**config.mk**
```make
export PLATFORM = sky130hd
export DESIGN_NAME = ioctl_loader_flat
export DESIGN_NICKNAME = d
export VERILOG_FILES = /design/src/rtl/ioctl_loader_pkg.sv /design/src/rtl/ioctl_loader_if.sv /design/src/rtl/ioctl_loader.sv /design/src/flat_wrapper.sv
export SDC_FILE = /design/constraint.sdc
export NUM_CORES = 1
export LEC_CHECK = 0
export BUFFER_PORTS_ARGS = -buffer_cell sky130_fd_sc_hd__buf_2
export CORE_MARGIN = 4
export CORE_UTILIZATION = 50
export DETAILED_ROUTE_END_ITERATION = 8
export PLACE_DENSITY = 0.76
export SLEW_MARGIN = 20
export SYNTH_ARGS = -nofsm -noshare
export SYNTH_HDL_FRONTEND = slang
export SYNTH_SLANG_ARGS = --single-unit
```
**constraint.sdc**
```tcl
create_clock -name clk_sys -period 7.2 [get_ports clk_sys]
set_input_delay 1.44 -clock clk_sys [delete_from_list [all_inputs] [get_ports clk_sys]]
set_output_delay 1.44 -clock clk_sys [all_outputs]
set_load 0.01 [all_outputs]
```
**src/rtl/ioctl_loader_pkg.sv**
```systemverilog
// ioctl_loader_pkg: shared types and default constants for the ioctl loader.
//   state_e       - loader FSM states
//   ioctl_word_t  - captured hps_io word (byte address + 16-bit data)
//   DEF_*         - default INDEX / ADDR_W / POST_HOLD values
//   byte_in_range - true when a byte address fits the target memory
package ioctl_loader_pkg;

  localparam logic [7:0]  DEF_INDEX     = 8'd0;
  localparam int unsigned DEF_ADDR_W    = 12;
  localparam int unsigned DEF_POST_HOLD = 256;

  localparam int unsigned IOCTL_ADDR_W  = 25;
  localparam int unsigned IOCTL_DATA_W  = 16;

  typedef enum logic [2:0] {
    IDLE,
    ARMED,
    WR_LO,
    WR_HI,
    HOLD
  } state_e;

  typedef struct packed {
    logic [IOCTL_ADDR_W-1:0] addr;
    logic [IOCTL_DATA_W-1:0] dout;
  } ioctl_word_t;

  // A byte is writable only when no address bit at or above aw is set.
  function automatic logic byte_in_range(input logic [IOCTL_ADDR_W-1:0] addr,
                                         input int unsigned             aw);
    return (addr >> aw) == '0;
  endfunction

endpackage

```
**src/rtl/ioctl_loader_if.sv**
```systemverilog
// ioctl_loader_if: bundle between hps_io, the loader and the target memory.
//   ioctl_download/index/wr/addr/dout - download stream from hps_io
//   ioctl_wait                        - backpressure to hps_io
//   mem_addr/data/wr                  - 8-bit memory write port
//   copy_in_progress, cpu_reset_req   - load status / CPU hold request
//   bytes_loaded, overflow            - load statistics
// Modports: master = hps_io side (drives the download stream),
//           slave  = loader side.
interface ioctl_loader_if
  import ioctl_loader_pkg::*;
#(
  parameter int unsigned ADDR_W = DEF_ADDR_W
) ();

  logic                    ioctl_download;
  logic [7:0]              ioctl_index;
  logic                    ioctl_wr;
  logic [IOCTL_ADDR_W-1:0] ioctl_addr;
  logic [IOCTL_DATA_W-1:0] ioctl_dout;
  logic                    ioctl_wait;

  logic [ADDR_W-1:0]       mem_addr;
  logic [7:0]              mem_data;
  logic                    mem_wr;

  logic                    copy_in_progress;
  logic                    cpu_reset_req;
  logic [ADDR_W:0]         bytes_loaded;
  logic                    overflow;

  modport master (
    output ioctl_download,
    output ioctl_index,
    output ioctl_wr,
    output ioctl_addr,
    output ioctl_dout,
    input  ioctl_wait,
    input  mem_addr,
    input  mem_data,
    input  mem_wr,
    input  copy_in_progress,
    input  cpu_reset_req,
    input  bytes_loaded,
    input  overflow
  );

  modport slave (
    input  ioctl_download,
    input  ioctl_index,
    input  ioctl_wr,
    input  ioctl_addr,
    input  ioctl_dout,
    output ioctl_wait,
    output mem_addr,
    output mem_data,
    output mem_wr,
    output copy_in_progress,
    output cpu_reset_req,
    output bytes_loaded,
    output overflow
  );

endinterface

```
**src/rtl/ioctl_loader.sv**
```systemverilog
// ioctl_loader: turns the 16-bit hps_io download stream into byte writes on
// an 8-bit memory port, holding the CPU in reset while loading and for
// POST_HOLD cycles afterwards.
//   clk_sys - single clock, rising edge
//   reset_n - asynchronous active-low reset
//   bus     - ioctl_loader_if.slave: download stream in, ioctl_wait out,
//             memory write port and status outputs out
// Every output is a register; each is loaded from the value the next state
// calls for, so outputs line up with the state they belong to.
module ioctl_loader
  import ioctl_loader_pkg::*;
#(
  parameter logic [7:0]  INDEX     = DEF_INDEX,
  parameter int unsigned ADDR_W    = DEF_ADDR_W,
  parameter int unsigned POST_HOLD = DEF_POST_HOLD
) (
  input  logic         clk_sys,
  input  logic         reset_n,
  ioctl_loader_if.slave bus
);

  localparam int unsigned       CNT_W     = (POST_HOLD > 1) ? $clog2(POST_HOLD) : 1;
  localparam logic [CNT_W-1:0]  CNT_LAST  = CNT_W'(POST_HOLD - 1);
  localparam logic [CNT_W-1:0]  CNT_ONE   = CNT_W'(1);
  localparam logic [ADDR_W:0]   BYTES_MAX = {1'b1, {ADDR_W{1'b0}}};
  localparam logic [ADDR_W:0]   BYTES_ONE = (ADDR_W + 1)'(1);

  // State and captured word
  state_e                  r_state;
  ioctl_word_t             r_word;
  logic [CNT_W-1:0]        r_cnt;
  logic                    r_dl_prev;

  // Registered outputs
  logic                    r_wait;
  logic [ADDR_W-1:0]       r_mem_addr;
  logic [7:0]              r_mem_data;
  logic                    r_mem_wr;
  logic                    r_cip;
  logic                    r_rst_req;
  logic [ADDR_W:0]         r_bytes;
  logic                    r_ovf;

  // Next-state values
  state_e                  w_state_nxt;
  ioctl_word_t             w_word_nxt;
  logic [CNT_W-1:0]        w_cnt_nxt;
  logic                    w_wait_nxt;
  logic [ADDR_W-1:0]       w_mem_addr_nxt;
  logic [7:0]              w_mem_data_nxt;
  logic                    w_mem_wr_nxt;
  logic                    w_cip_nxt;
  logic                    w_rst_req_nxt;
  logic [ADDR_W:0]         w_bytes_nxt;
  logic                    w_ovf_nxt;

  // Byte slot being issued in the next cycle
  logic                    w_slot;
  logic [IOCTL_ADDR_W-1:0] w_slot_addr;
  logic [7:0]              w_slot_data;

  // A load starts only on a fresh rise of ioctl_download with our index;
  // r_dl_prev resets high so a download held through reset is not taken.
  logic                    w_start;
  assign w_start = bus.ioctl_download && !r_dl_prev && (bus.ioctl_index == INDEX);

  // State and output registers
  always_ff @(posedge clk_sys or negedge reset_n) begin
    if (!reset_n) begin
      r_state    <= IDLE;
      r_word     <= '0;
      r_cnt      <= '0;
      r_dl_prev  <= 1'b1;
      r_wait     <= 1'b0;
      r_mem_addr <= '0;
      r_mem_data <= '0;
      r_mem_wr   <= 1'b0;
      r_cip      <= 1'b0;
      r_rst_req  <= 1'b0;
      r_bytes    <= '0;
      r_ovf      <= 1'b0;
    end else begin
      r_state    <= w_state_nxt;
      r_word     <= w_word_nxt;
      r_cnt      <= w_cnt_nxt;
      r_dl_prev  <= bus.ioctl_download;
      r_wait     <= w_wait_nxt;
      r_mem_addr <= w_mem_addr_nxt;
      r_mem_data <= w_mem_data_nxt;
      r_mem_wr   <= w_mem_wr_nxt;
      r_cip      <= w_cip_nxt;
      r_rst_req  <= w_rst_req_nxt;
      r_bytes    <= w_bytes_nxt;
      r_ovf      <= w_ovf_nxt;
    end
  end

  // Next-state and next-output logic
  always_comb begin
    w_state_nxt    = r_state;
    w_word_nxt     = r_word;
    w_cnt_nxt      = r_cnt;
    w_wait_nxt     = 1'b0;
    w_mem_addr_nxt = r_mem_addr;
    w_mem_data_nxt = r_mem_data;
    w_mem_wr_nxt   = 1'b0;
    w_cip_nxt      = 1'b0;
    w_rst_req_nxt  = 1'b0;
    w_bytes_nxt    = r_bytes;
    w_ovf_nxt      = r_ovf;
    w_slot         = 1'b0;
    w_slot_addr    = '0;
    w_slot_data    = '0;

    unique case (r_state)
      IDLE: begin
        if (w_start) begin
          w_state_nxt = ARMED;
          w_bytes_nxt = '0;
          w_ovf_nxt   = 1'b0;
        end
      end
      ARMED: begin
        // A strobe in the same cycle download drops still completes its word.
        if (bus.ioctl_wr) begin
          w_state_nxt     = WR_LO;
          w_word_nxt.addr = bus.ioctl_addr;
          w_word_nxt.dout = bus.ioctl_dout;
        end else if (!bus.ioctl_download) begin
          w_state_nxt = HOLD;
          w_cnt_nxt   = '0;
        end
      end
      WR_LO: begin
        w_state_nxt = WR_HI;
      end
      WR_HI: begin
        if (bus.ioctl_download) begin
          w_state_nxt = ARMED;
        end else begin
          w_state_nxt = HOLD;
          w_cnt_nxt   = '0;
        end
      end
      HOLD: begin
        if (w_start) begin
          w_state_nxt = ARMED;
          w_bytes_nxt = '0;
          w_ovf_nxt   = 1'b0;
        end else if (r_cnt == CNT_LAST) begin
          w_state_nxt = IDLE;
        end else begin
          w_cnt_nxt = r_cnt + CNT_ONE;
        end
      end
      default: begin
        w_state_nxt = IDLE;
      end
    endcase

    // Outputs belonging to the state about to be entered
    unique case (w_state_nxt)
      IDLE: begin
      end
      ARMED: begin
        w_cip_nxt     = 1'b1;
        w_rst_req_nxt = 1'b1;
      end
      WR_LO: begin
        w_cip_nxt     = 1'b1;
        w_rst_req_nxt = 1'b1;
        w_wait_nxt    = 1'b1;
        w_slot        = 1'b1;
        w_slot_addr   = w_word_nxt.addr;
        w_slot_data   = w_word_nxt.dout[7:0];
      end
      WR_HI: begin
        w_cip_nxt     = 1'b1;
        w_rst_req_nxt = 1'b1;
        w_wait_nxt    = 1'b1;
        w_slot        = 1'b1;
        w_slot_addr   = w_word_nxt.addr + IOCTL_ADDR_W'(1);
        w_slot_data   = w_word_nxt.dout[15:8];
      end
      HOLD: begin
        w_rst_req_nxt = 1'b1;
      end
      default: begin
      end
    endcase

    // Byte slot: write when in range, otherwise drop it and flag overflow.
    if (w_slot) begin
      w_mem_addr_nxt = w_slot_addr[ADDR_W-1:0];
      w_mem_data_nxt = w_slot_data;
      if (byte_in_range(w_slot_addr, ADDR_W)) begin
        w_mem_wr_nxt = 1'b1;
        if (r_bytes != BYTES_MAX) begin
          w_bytes_nxt = r_bytes + BYTES_ONE;
        end
      end else begin
        w_ovf_nxt = 1'b1;
      end
    end
  end

  // Output drive
  assign bus.ioctl_wait       = r_wait;
  assign bus.mem_addr         = r_mem_addr;
  assign bus.mem_data         = r_mem_data;
  assign bus.mem_wr           = r_mem_wr;
  assign bus.copy_in_progress = r_cip;
  assign bus.cpu_reset_req    = r_rst_req;
  assign bus.bytes_loaded     = r_bytes;
  assign bus.overflow         = r_ovf;

endmodule

```
**src/flat_wrapper.sv**
```systemverilog
// flat-port wrapper written by rule: the top's interface ports become plain ports
module ioctl_loader_flat import ioctl_loader_pkg::*;
#(
  parameter logic [7:0]  INDEX     = DEF_INDEX,
  parameter int unsigned ADDR_W    = DEF_ADDR_W,
  parameter int unsigned POST_HOLD = DEF_POST_HOLD
)
  (clk_sys, reset_n, bus_ioctl_download, bus_ioctl_index, bus_ioctl_wr, bus_ioctl_addr, bus_ioctl_dout, bus_ioctl_wait, bus_mem_addr, bus_mem_data, bus_mem_wr, bus_copy_in_progress, bus_cpu_reset_req, bus_bytes_loaded, bus_overflow);
  ioctl_loader_if #(.ADDR_W(ADDR_W)) bus_i ();
  input  logic clk_sys;
  input  logic reset_n;
  input wire logic [$bits(bus_i.ioctl_download)-1:0] bus_ioctl_download;
  input wire logic [$bits(bus_i.ioctl_index)-1:0] bus_ioctl_index;
  input wire logic [$bits(bus_i.ioctl_wr)-1:0] bus_ioctl_wr;
  input wire logic [$bits(bus_i.ioctl_addr)-1:0] bus_ioctl_addr;
  input wire logic [$bits(bus_i.ioctl_dout)-1:0] bus_ioctl_dout;
  output wire logic [$bits(bus_i.ioctl_wait)-1:0] bus_ioctl_wait;
  output wire logic [$bits(bus_i.mem_addr)-1:0] bus_mem_addr;
  output wire logic [$bits(bus_i.mem_data)-1:0] bus_mem_data;
  output wire logic [$bits(bus_i.mem_wr)-1:0] bus_mem_wr;
  output wire logic [$bits(bus_i.copy_in_progress)-1:0] bus_copy_in_progress;
  output wire logic [$bits(bus_i.cpu_reset_req)-1:0] bus_cpu_reset_req;
  output wire logic [$bits(bus_i.bytes_loaded)-1:0] bus_bytes_loaded;
  output wire logic [$bits(bus_i.overflow)-1:0] bus_overflow;
  assign bus_i.ioctl_download = bus_ioctl_download;
  assign bus_i.ioctl_index = bus_ioctl_index;
  assign bus_i.ioctl_wr = bus_ioctl_wr;
  assign bus_i.ioctl_addr = bus_ioctl_addr;
  assign bus_i.ioctl_dout = bus_ioctl_dout;
  assign bus_ioctl_wait = bus_i.ioctl_wait;
  assign bus_mem_addr = bus_i.mem_addr;
  assign bus_mem_data = bus_i.mem_data;
  assign bus_mem_wr = bus_i.mem_wr;
  assign bus_copy_in_progress = bus_i.copy_in_progress;
  assign bus_cpu_reset_req = bus_i.cpu_reset_req;
  assign bus_bytes_loaded = bus_i.bytes_loaded;
  assign bus_overflow = bus_i.overflow;
  ioctl_loader #(.INDEX(INDEX), .ADDR_W(ADDR_W), .POST_HOLD(POST_HOLD)) u_core (.clk_sys(clk_sys), .reset_n(reset_n), .bus(bus_i));
endmodule
```
-- Word-level counts from Yosys, hierarchy flattened
Cells that the tools add are included.
- add/sub/neg operators: 3
- equality and inequality tests: 13
- multiplexer cells: 30
- reduce and logical (&&, ||, !) cells: 12
- operator list (operator ; count):
    41-bit 2-to-1 mux ; 2
    13-bit 2-to-1 mux ; 5
    25-bit case mux with 2 select lines ; 1
    8-bit 2-to-1 mux ; 4
    25-bit by 1-bit adder with 25-bit output, second input constant ; 1
    25-bit logical NOT ; 1
    8-bit case mux with 3 select lines ; 1
    3-bit 2-to-1 mux ; 6
    8-bit case mux with 2 select lines ; 1
    3-bit case mux with 5 select lines ; 1
    13-bit by 1-bit adder with 13-bit output, second input constant ; 1
    13-bit != test, second input constant ; 1
    3-bit by 2-bit == test with 1-bit output, second input constant ; 4
    1-bit 2-to-1 mux ; 9
    8-bit by 1-bit adder with 8-bit output, second input constant ; 1
    8-bit == test, second input constant ; 1
    8-bit logical NOT ; 1
    3-bit by 1-bit == test with 1-bit output, second input constant ; 2
    3-bit == test, second input constant ; 2
    2-bit != test, second input constant ; 3
    4-bit AND reduction ; 1
    2-bit OR reduction ; 2
    4-bit OR reduction ; 1
    3-bit logical NOT ; 1
    4 further kinds ; 5
- register bits after elaboration: 91
- output and inout port bits: 38
- word-level logic and storage cells: 71

-- Logic depth before layout (Yosys ltp)
Gate-level depths: netlist of run 1.
- depth after elaboration: 10
- depth in mapped cells: 20
- mapped depth without buffers: 13

-- Worst setup path after synthesis of run 1
Ideal clock, no wire load.
- kind: in2reg
- start: in bus_ioctl_wr
- end: reg u_core.r_bytes[10], in the netlist u_core.bus.bytes_loaded[10]
- setup time: 0.120 ns
- arrival: 5.120 ns
- slack: 1.960 ns
- cell stages on the path: 20
- cells stage by stage: and4bb_1 -> buf_6 -> buf_2 -> buf_2 -> clkbuf_1 -> clkbuf_1 -> clkbuf_1 -> nand2_1 -> nand2_1 -> ha_1 -> nand2_1 -> nor4_1 -> o22ai_1 -> mux2_2 -> nand4_1 -> a221oi_2 -> a32o_2 -> nand2_2 -> buf_6 -> a31o_1
- RTL lines (item ; RTL line ; RTL):
    start: declaration ; flat_wrapper.sv:14 ; input wire logic [$bits(bus_i.ioctl_wr)-1:0] bus_ioctl_wr;
    end signal: assignment ; ioctl_loader.sv:93 ; r_bytes <= w_bytes_nxt;
    end: declaration ; ioctl_loader.sv:41 ; logic [ADDR_W:0] r_bytes;

==> results of run 1 <==
## registers in the layout (all words and copies together) (netlist names)
signal and cells:
u_core.r_dl_prev 1, u_core.bus.cpu_reset_req 1, u_core.bus.mem_addr 12, u_core.bus.mem_data 8
u_core.r_cnt 8, u_core.bus.overflow 1, u_core.r_state 3, u_core.bus.mem_wr 1
u_core.bus.copy_in_progress 1, u_core.bus.bytes_loaded 13, u_core.bus.ioctl_wait 1, u_core.r_word 33
## path summary, 6_finish.rpt
path	endpoint	start	slack [ns]	cells after the start
max in group asynchronous	u_core.bus.bytes_loaded[0]	reset_n	5.56	1
worst min-delay path	u_core.r_word[8]	u_core.r_word[8]	0.48	2
worst max-delay path	u_core.bus.bytes_loaded[5]	bus_ioctl_wr	2.44	14
worst min register to register	u_core.r_word[8]	u_core.r_word[8]	0.48	2
min in group asynchronous	u_core.r_word[38]	reset_n	1.09	1
worst max register to register	u_core.bus.bytes_loaded[5]	u_core.r_state[0]	2.83	13
## power by group
part           total [mW]  switching [mW]  internal [mW]
sequential          0.785           0.143          0.642
clock               0.357           0.177          0.180
combinational       0.767           0.478          0.289
total                1.91           0.799           1.11
## worst min-delay path: cells and delay by family (launching register included)
family / cells / cell delay [ns]
flip-flops: 1 / 0.33
AND/OR/NAND/NOR: 2 / 0.12
## Yosys cell counts (all sizes together) (2+ instances only)
cell type | instances | share of area (%)
nand2 | 131 | 11
dfrtp | 82 | 46
nand3 | 35 | 4.0
nor2 | 23 | 1.9
inv | 21 | 1.8
clkbuf | 13 | 1.1
mux2i | 13 | 2.9
and3 | 12 | 1.7
o211ai | 12 | 2.0
a21oi | 11 | 1.2
o21ai | 11 | 1.2
buf | 10 | 1.3
nand4 | 9 | 1.3
a21boi | 8 | 1.3
a31o | 8 | 1.6
nor4 | 8 | 1.3
o31ai | 8 | 1.3
or2 | 8 | 1.1
xnor2 | 8 | 1.6
a211oi | 7 | 1.2
nor3 | 7 | 0.89
xor2 | 7 | 1.4
or3 | 6 | 0.84
ha | 4 | 1.1
o32ai | 4 | 1.4
a21o | 3 | 0.50
o21a | 3 | 0.50
a31oi | 2 | 0.28
a32o | 2 | 0.47
and4 | 2 | 0.39
mux2 | 2 | 0.50
nand2b | 2 | 0.28
nand4b | 2 | 0.39
o311ai | 2 | 0.39
## routing by layer
metal	global-route usage (%)	wire (um)	vias up
li1	-	-	1943
met1	29.0	4880	1962
met2	34.4	5410	137
met3	6.16	817	18
met4	7.97	200	0
met5	0	0	-
## logic make-up after synthesis
kind of cell	Yosys count	synth area share, %
fa+ha+maj	4	1.12
mux	15	3.41
compound gates	89	15.1
simple gates	253	26.8
xor+xnor	15	2.93
buf+inv	44	4.16
flops	83	46.4
## stage by stage
step | setup WS, ns | power, mW | std cells | util (%)
final | 2.44 | 1.91 | 697 | 59.6
after global routing | 2.22 | 2.05 | 697 | 59.6
after CTS | 2.50 | 1.91 | 697 | 59.6
after detailed placement | 2.13 | 1.55 | 681 | 57.1
after global placement | 2.28 | 1.52 | 681 | 57.1
after floorplan | 1.96 | 1.30 | 503 | -
## cell type report
type | count | area (um2) | area share, %
clock buffers | 11 | 151 | 2.91
clock inverters | 5 | 58.8 | 1.13
inverters | 21 | 78.8 | 1.52
multi-input cells | 376 | 2220 | 42.6
flip-flops and latches | 83 | 2080 | 40.0
well taps | 108 | 135 | 2.60
repair buffers | 93 | 479 | 9.22
==> results.json, run 1 <==
{
  "layout-area-overhead-vs-synth_pct": 16.1,
  "slew_headroom_pct": 34.1,
  "pin_count_of_the_biggest_net_entering_global_routing": 84,
  "crit_top_cell": "sky130_fd_sc_hd__nand2_1",
  "worst_pin_slew_ns": 0.988,
  "worst_ep_arrival_time_ns": 5.00,
  "clock_buffer_count_from_cts": 9,
  "synth-main-ff-cell": "sky130_fd_sc_hd__dfrtp_1",
  "grt_setup_unrepaired": "no",
  "max_cap_violations": 0,
  "initialDrtViolationCount": 247,
  "gp_congestion": 0.872,
  "ctsRootBufferMaster": "sky130_fd_sc_hd__clkbuf_8",
  "layout.cells.most_common_list": "130 x sky130_fd_sc_hd__nand2_1, 89 x sky130_fd_sc_hd__buf_2, 82 x sky130_fd_sc_hd__dfrtp_1",
  "antenna_left": 0,
  "remaining_drc_errors": 0,
  "setup_tns_ns": 0,
  "critical_path_s_slowest_cell": "sky130_fd_sc_hd__a32oi_1",
  "postSynth.asyncResetShare_pct": 100,
  "numClockSinks": 83,
  "critical_path.cell_chain": "buf_2 -> nand4bb_1 -> nand2_1 -> nand2_1 -> ha_1 -> nand2_1 -> nor4_1 -> o22ai_1 -> mux2_2 -> nand4_1 -> a221oi_2 -> a32oi_1 -> a211oi_1 -> a31o_2",
  "fillerInstances": 747,
  "layout.cells.most_common": "sky130_fd_sc_hd__nand2_1",
  "powerDensity_nw_per_um2": 367,
  "postCtsSetupRepairBufs": 0,
  "synth_enable_flop_cells": 0,
  "clk_latency_ns": 0.36,
  "detail_route.wirelength_um": 11300,
  "antenna_found_initial": 0,
  "die_width_um": 103,
  "timing_max_transition_violations_final": 0,
  "finalSetupViolations": 0,
  "syn-num-nets": 560,
  "critical_path.endpoint_type": "register",
  "firstDrtPassIters": 5,
  "die-area_um2": 10500,
  "via_count": 4060,
  "outcome": "complete, no violations",
  "vdd_ir_drop_max_v": 0.000196,
  "crit_path_max_fanout": 16,
  "grtUsageTotal_pct": 21.9,
  "yosys_warnings": 0,
  "hold_viol": 0,
  "leakage_nw": 2.49,
  "chipHeight_um": 103,
  "clock_tree.buffer_depth": 2,
  "globalRouteOverflowTotal": 0,
  "max_freq_mhz": 210,
  "detailed_place.area_um2": 4980,
  "synth_seq_area_share_pct": 46.4,
  "tritoncts_clock_tree": "yes",
  "fin_crit_ns": 4.76,
  "postCtsHoldBufs": 0,
  "initial_core_util_pct": 51.3,
  "post_drt_via_cell_ratio": 5.82,
  "number_of_global_route_vias_before_repair": 3923,
  "timing.hold.worst.class": "register to register",
  "floorplan.rows": 34,
  "ios": 91,
  "cpLargestDelayFamily": "compound AO/OA/AOI/OAI gates",
  "yosys_register_bits": 83,
  "synthesized_area_um2": 4480,
  "critical_path.max_stage_delay_ns": 0.83,
  "clock_tree.htree_level_count": 3,
  "cts.clk_slew.worst_paths_ns": 0.08,
  "drive_gt1_share_pct": 22.6,
  "critPathLaunchType": "input pin",
  "finClkSkew_ns": 0.00968,
  "cts.repair.resized": 0,
  "wl_per_cell_um": 16.2,
  "yosys.cell_types.count": 62,
  "stdcell_area_um2": 5200,
  "detailed_place_hpwl_um": 8070,
  "num-nets-final": 641,
  "holdWs_ns": 0.481,
  "worst-endpoint-required_ns": 7.45,
  "critPathBufInv": 1,
  "wire_length_of_the_first_global_routing_pass_um": 18200,
  "worst-setup-path-type": "input pin to register",
  "antenna-diode-count": 0,
  "period_share_pct": 66.0,
  "post_synthesis_cells": 503,
  "io_buffer_count": 90,
  "syn_area_cell_um2": 8.90,
  "core_region_area_um2": 8720
}
No activity file was read; power rests on OpenSTA's default activity.
==> run 2, diff against run 1 <==
--- a/config.mk
+++ b/config.mk
@@ -5,11 +5,12 @@
 export SDC_FILE = /design/constraint.sdc
 export NUM_CORES = 1
 export LEC_CHECK = 0
+export ABC_AREA = 1
 export BUFFER_PORTS_ARGS = -buffer_cell sky130_fd_sc_hd__buf_2
 export CORE_MARGIN = 4
 export CORE_UTILIZATION = 50
 export DETAILED_ROUTE_END_ITERATION = 8
-export PLACE_DENSITY = 0.76
+export PLACE_DENSITY = 0.77
 export SLEW_MARGIN = 20
 export SYNTH_ARGS = -nofsm -noshare
 export SYNTH_HDL_FRONTEND = slang
==> constraint.sdc (replaced) <==
create_clock -name clk_sys -period 4 [get_ports clk_sys]
set_input_delay 0.8 -clock clk_sys [delete_from_list [all_inputs] [get_ports clk_sys]]
set_output_delay 0.8 -clock clk_sys [all_outputs]
set_load 0.01 [all_outputs]
==> run 2 against run 1 <==
Register-to-register slack lost 2.1 ns. Clock-buffer cell count fell by 1. Clock power is 64% higher. Global-route usage increased by 1.1 points. Clock skew grew 0.0081 ns. Combinational power rose to 2.9 times the previous value. Sequential power rose by 80%. Critical path depth grew 4.
==> results.json, run 2 <==
{
  "outcome": "complete, no violations",
  "finClkSkew_ns": 0.0177,
  "detailed_place_hpwl_um": 9970,
  "chipHeight_um": 111,
  "layout.cells.most_common_list": "309 x sky130_fd_sc_hd__nand2_1, 89 x sky130_fd_sc_hd__buf_2, 82 x sky130_fd_sc_hd__dfrtp_1",
  "clock_tree.buffer_depth": 2,
  "r2r-start": "u_core.r_state[0]",
  "setup_tns_ns": 0,
  "finalSetupViolations": 0,
  "flip_flop_count_of_the_largest_register_all_copies_and_words_added": 33,
  "detail_route.wirelength_um": 13800,
  "synthesized_area_um2": 5290,
  "synth_top_cell_by_area": "sky130_fd_sc_hd__dfrtp_1",
  "initialDrtViolationCount": 322,
  "synth_area_leaders": "sky130_fd_sc_hd__dfrtp_1 39%, sky130_fd_sc_hd__nand2_1 22%, sky130_fd_sc_hd__nand3_1 6.6%, sky130_fd_sc_hd__inv_1 5.5%, sky130_fd_sc_hd__nor2_1 4.5%",
  "via_count": 5129,
  "postCtsSetupRepairBufs": 0,
  "layout.cells.most_common": "sky130_fd_sc_hd__nand2_1",
  "max_freq_mhz": 307,
  "io_buffer_count": 90,
  "layout-area-overhead-vs-synth_pct": 13.4,
  "yosys_register_bits": 83,
  "dpl_worst_slack_ns": 0.446,
  "leakage_nw": 3.24,
  "yosys_warnings": 0,
  "wire_length_of_the_first_global_routing_pass_um": 23400,
  "syn-num-nets": 825,
  "floorplan.rows": 37,
  "whs_endpoint": "u_core.r_word[10]",
  "ios": 91,
  "cts.clk_slew.worst_paths_ns": 0.09,
  "grt_setup_unrepaired": "no",
  "setup_slack_ns": 0.747,
  "number_of_global_route_vias_before_repair": 4822,
  "rr_endpoint": "u_core.bus.bytes_loaded[3]",
  "clock_buffer_count_from_cts": 9,
  "remaining_drc_errors": 0,
  "firstDrtPassIters": 6,
  "synth-main-ff-cell": "sky130_fd_sc_hd__dfrtp_1",
  "storage_cell_area_um2": 2080,
  "critical_path_s_slowest_cell": "sky130_fd_sc_hd__dfrtp_1",
  "worst_ep_arrival_time_ns": 3.49,
  "fillerInstances": 1008,
  "synth_seq_area_share_pct": 39.3,
  "vdd_ir_drop_max_v": 0.000317,
  "globalRouteOverflowTotal": 0,
  "grtUsageTotal_pct": 22.9,
  "wl_per_cell_um": 13.9,
  "synth_most_common_cell": "sky130_fd_sc_hd__nand2_1",
  "num-nets-final": 910,
  "postCtsHoldBufs": 0,
  "synth_top_area_share_pct": 38.8,
  "die-area_um2": 12300,
  "critPathBufInv": 2,
  "whs_path_depth": 2,
  "worst-endpoint-required_ns": 4.24,
  "hold_start": "u_core.r_word[10]",
  "pin_count_of_the_biggest_net_entering_global_routing": 63,
  "yosys.cell_types.count": 42,
  "critical_path.endpoint_type": "register",
  "detailed_place.area_um2": 5810,
  "post_synth_most_frequent_cells": "309 x sky130_fd_sc_hd__nand2_1, 82 x sky130_fd_sc_hd__dfrtp_1, 77 x sky130_fd_sc_hd__inv_1",
  "critical_path.max_stage_delay_ns": 0.45,
  "top_register": "u_core.r_word",
  "hold_viol": 0,
  "gp_congestion": 0.896,
  "max_cap_violations": 0,
  "r2r.worst_path.cells": 18,
  "post_synthesis_cells": 768,
  "period_share_pct": 81.3,
  "fin_crit_ns": 3.25,
  "cpLargestDelayFamily": "simple AND/OR/NAND/NOR gates",
  "postSynth.asyncResetShare_pct": 100,
  "synth_enable_flop_cells": 0,
  "critical_path.cell_chain": "inv_2 -> nor2_4 -> nand3_1 -> nand2_1 -> ha_1 -> nand3_1 -> nor2_4 -> inv_1 -> nor2_4 -> nand3_1 -> nand2_1 -> nand2_1 -> nor2_1 -> nand2_1 -> nand2_2 -> nand3_2 -> nand2_1 -> nand2_1",
  "clk_latency_ns": 0.36,
  "core_region_area_um2": 10300,
  "antenna-diode-count": 0,
  "p_total_mw": 4.20,
  "setup.reg_to_reg.worst_slack_ns": 0.75,
  "slew_headroom_pct": 45.6,
  "crit_top_cell": "sky130_fd_sc_hd__nand2_1",
  "multiInputGateArea_um2": 2710,
  "post_drt_via_cell_ratio": 5.16,
  "stdcell_area_um2": 5990,
  "die_width_um": 111,
  "clock_tree.htree_level_count": 3,
  "numClockSinks": 83,
  "syn_area_cell_um2": 6.88,
  "drive_gt1_share_pct": 18.5,
  "worst-setup-path-type": "register to register",
  "ctsRootBufferMaster": "sky130_fd_sc_hd__clkbuf_8",
  "cts.repair.resized": 0,
  "antenna_left": 0,
  "worst_pin_slew_ns": 0.810,
  "powerDensity_nw_per_um2": 700,
  "timing_max_transition_violations_final": 0,
  "tritoncts_clock_tree": "yes",
  "initial_core_util_pct": 51.2,
  "antenna_found_initial": 0,
  "timing.hold.worst.class": "register to register",
  "critPathLaunchType": "register",
  "crit_path_max_fanout": 15
}
## run 2: cell types whose count changed in the layout (fill, tap and decap cells not counted), moves of 9 or more
cell / previous run / this run
sky130_fd_sc_hd__buf_4: 3 / 12
sky130_fd_sc_hd__inv_1: 21 / 77
sky130_fd_sc_hd__and3_1: 12 / 1
sky130_fd_sc_hd__mux2i_1: 13 / 1
sky130_fd_sc_hd__nand2_1: 130 / 309
sky130_fd_sc_hd__nor2_4: 0 / 9
sky130_fd_sc_hd__nand4_1: 9 / 21
sky130_fd_sc_hd__nand2_2: 1 / 13
sky130_fd_sc_hd__nor2_1: 22 / 63
sky130_fd_sc_hd__nand3_1: 34 / 70
## run 2: worst min-delay path, cell delays in order, from the launching register on
cell and delay (ns):
sky130_fd_sc_hd__dfrtp_1 0.33, sky130_fd_sc_hd__nand2_1 0.05, sky130_fd_sc_hd__nand2_1 0.07
## run 2: kinds of logic (layout without fill, tap and decap cells)
family | Yosys count | count (layout) | synth area share (%)
muxes | 2 | 2 | 0.402
xor gates and xnor gates | 13 | 13 | 2.15
AOI/OAI and AO/OA | 38 | 38 | 4.64
buffers and inverters | 109 | 199 | 9.33
DFF | 83 | 83 | 39.3
adders and majority gates | 4 | 4 | 0.947
and+or+nand+nor | 519 | 519 | 43.2
## run 2: routing by layer
layer | vias up | share of wire, % | GRT usage [%]
met3 | 11 | 7.2 | 5.08
met1 | 2326 | 45 | 32.1
met4 | 0 | 0.98 | 4.68
li1 | 2595 | - | -
met2 | 197 | 46 | 36.8
met5 | - | 0 | 0
## run 2: through the flow
stage	hold WS [ns]	util, %	instances
global route	0.504	58.1	994
global placement	0.461	56.3	978
finish	0.485	58.1	994
detailed placement	0.463	56.3	978
CTS	0.485	58.1	994
floorplan	0.445	-	768
## run 2: area by class of cell
| type | instances | share of cell area (%) |
|---|---|---|
| clock buffers | 10 | 2.30 |
| flip-flops and latches | 83 | 34.7 |
| well taps | 136 | 2.84 |
| inverters | 82 | 5.18 |
| multi-input cells | 576 | 45.3 |
| clock inverters | 6 | 0.814 |
| repair buffers | 101 | 8.93 |
## run 2: power by group
group	internal (mW)	switching, mW	total, mW	leakage [nW]
Combinational	0.722	1.48	2.20	2.10
Sequential	1.19	0.221	1.41	1.05
Clock	0.248	0.336	0.584	0.0904
Total	2.16	2.04	4.20	3.24
## run 2: how the worst max path moves through the flow
stage                      startpoint                           to  slack, ns  depth (start not counted)
floorplan                bus_ioctl_wr   u_core.bus.bytes_loaded[6]       0.93                         20
CTS                 u_core.r_state[0]   u_core.bus.bytes_loaded[3]       0.77                         18
global placement         bus_ioctl_wr   u_core.bus.bytes_loaded[7]       0.57                         17
global route             bus_ioctl_wr   u_core.bus.bytes_loaded[3]       0.41                         19
finish              u_core.r_state[0]   u_core.bus.bytes_loaded[3]       0.75                         18
detailed placement       bus_ioctl_wr  u_core.bus.bytes_loaded[11]       0.45                         19
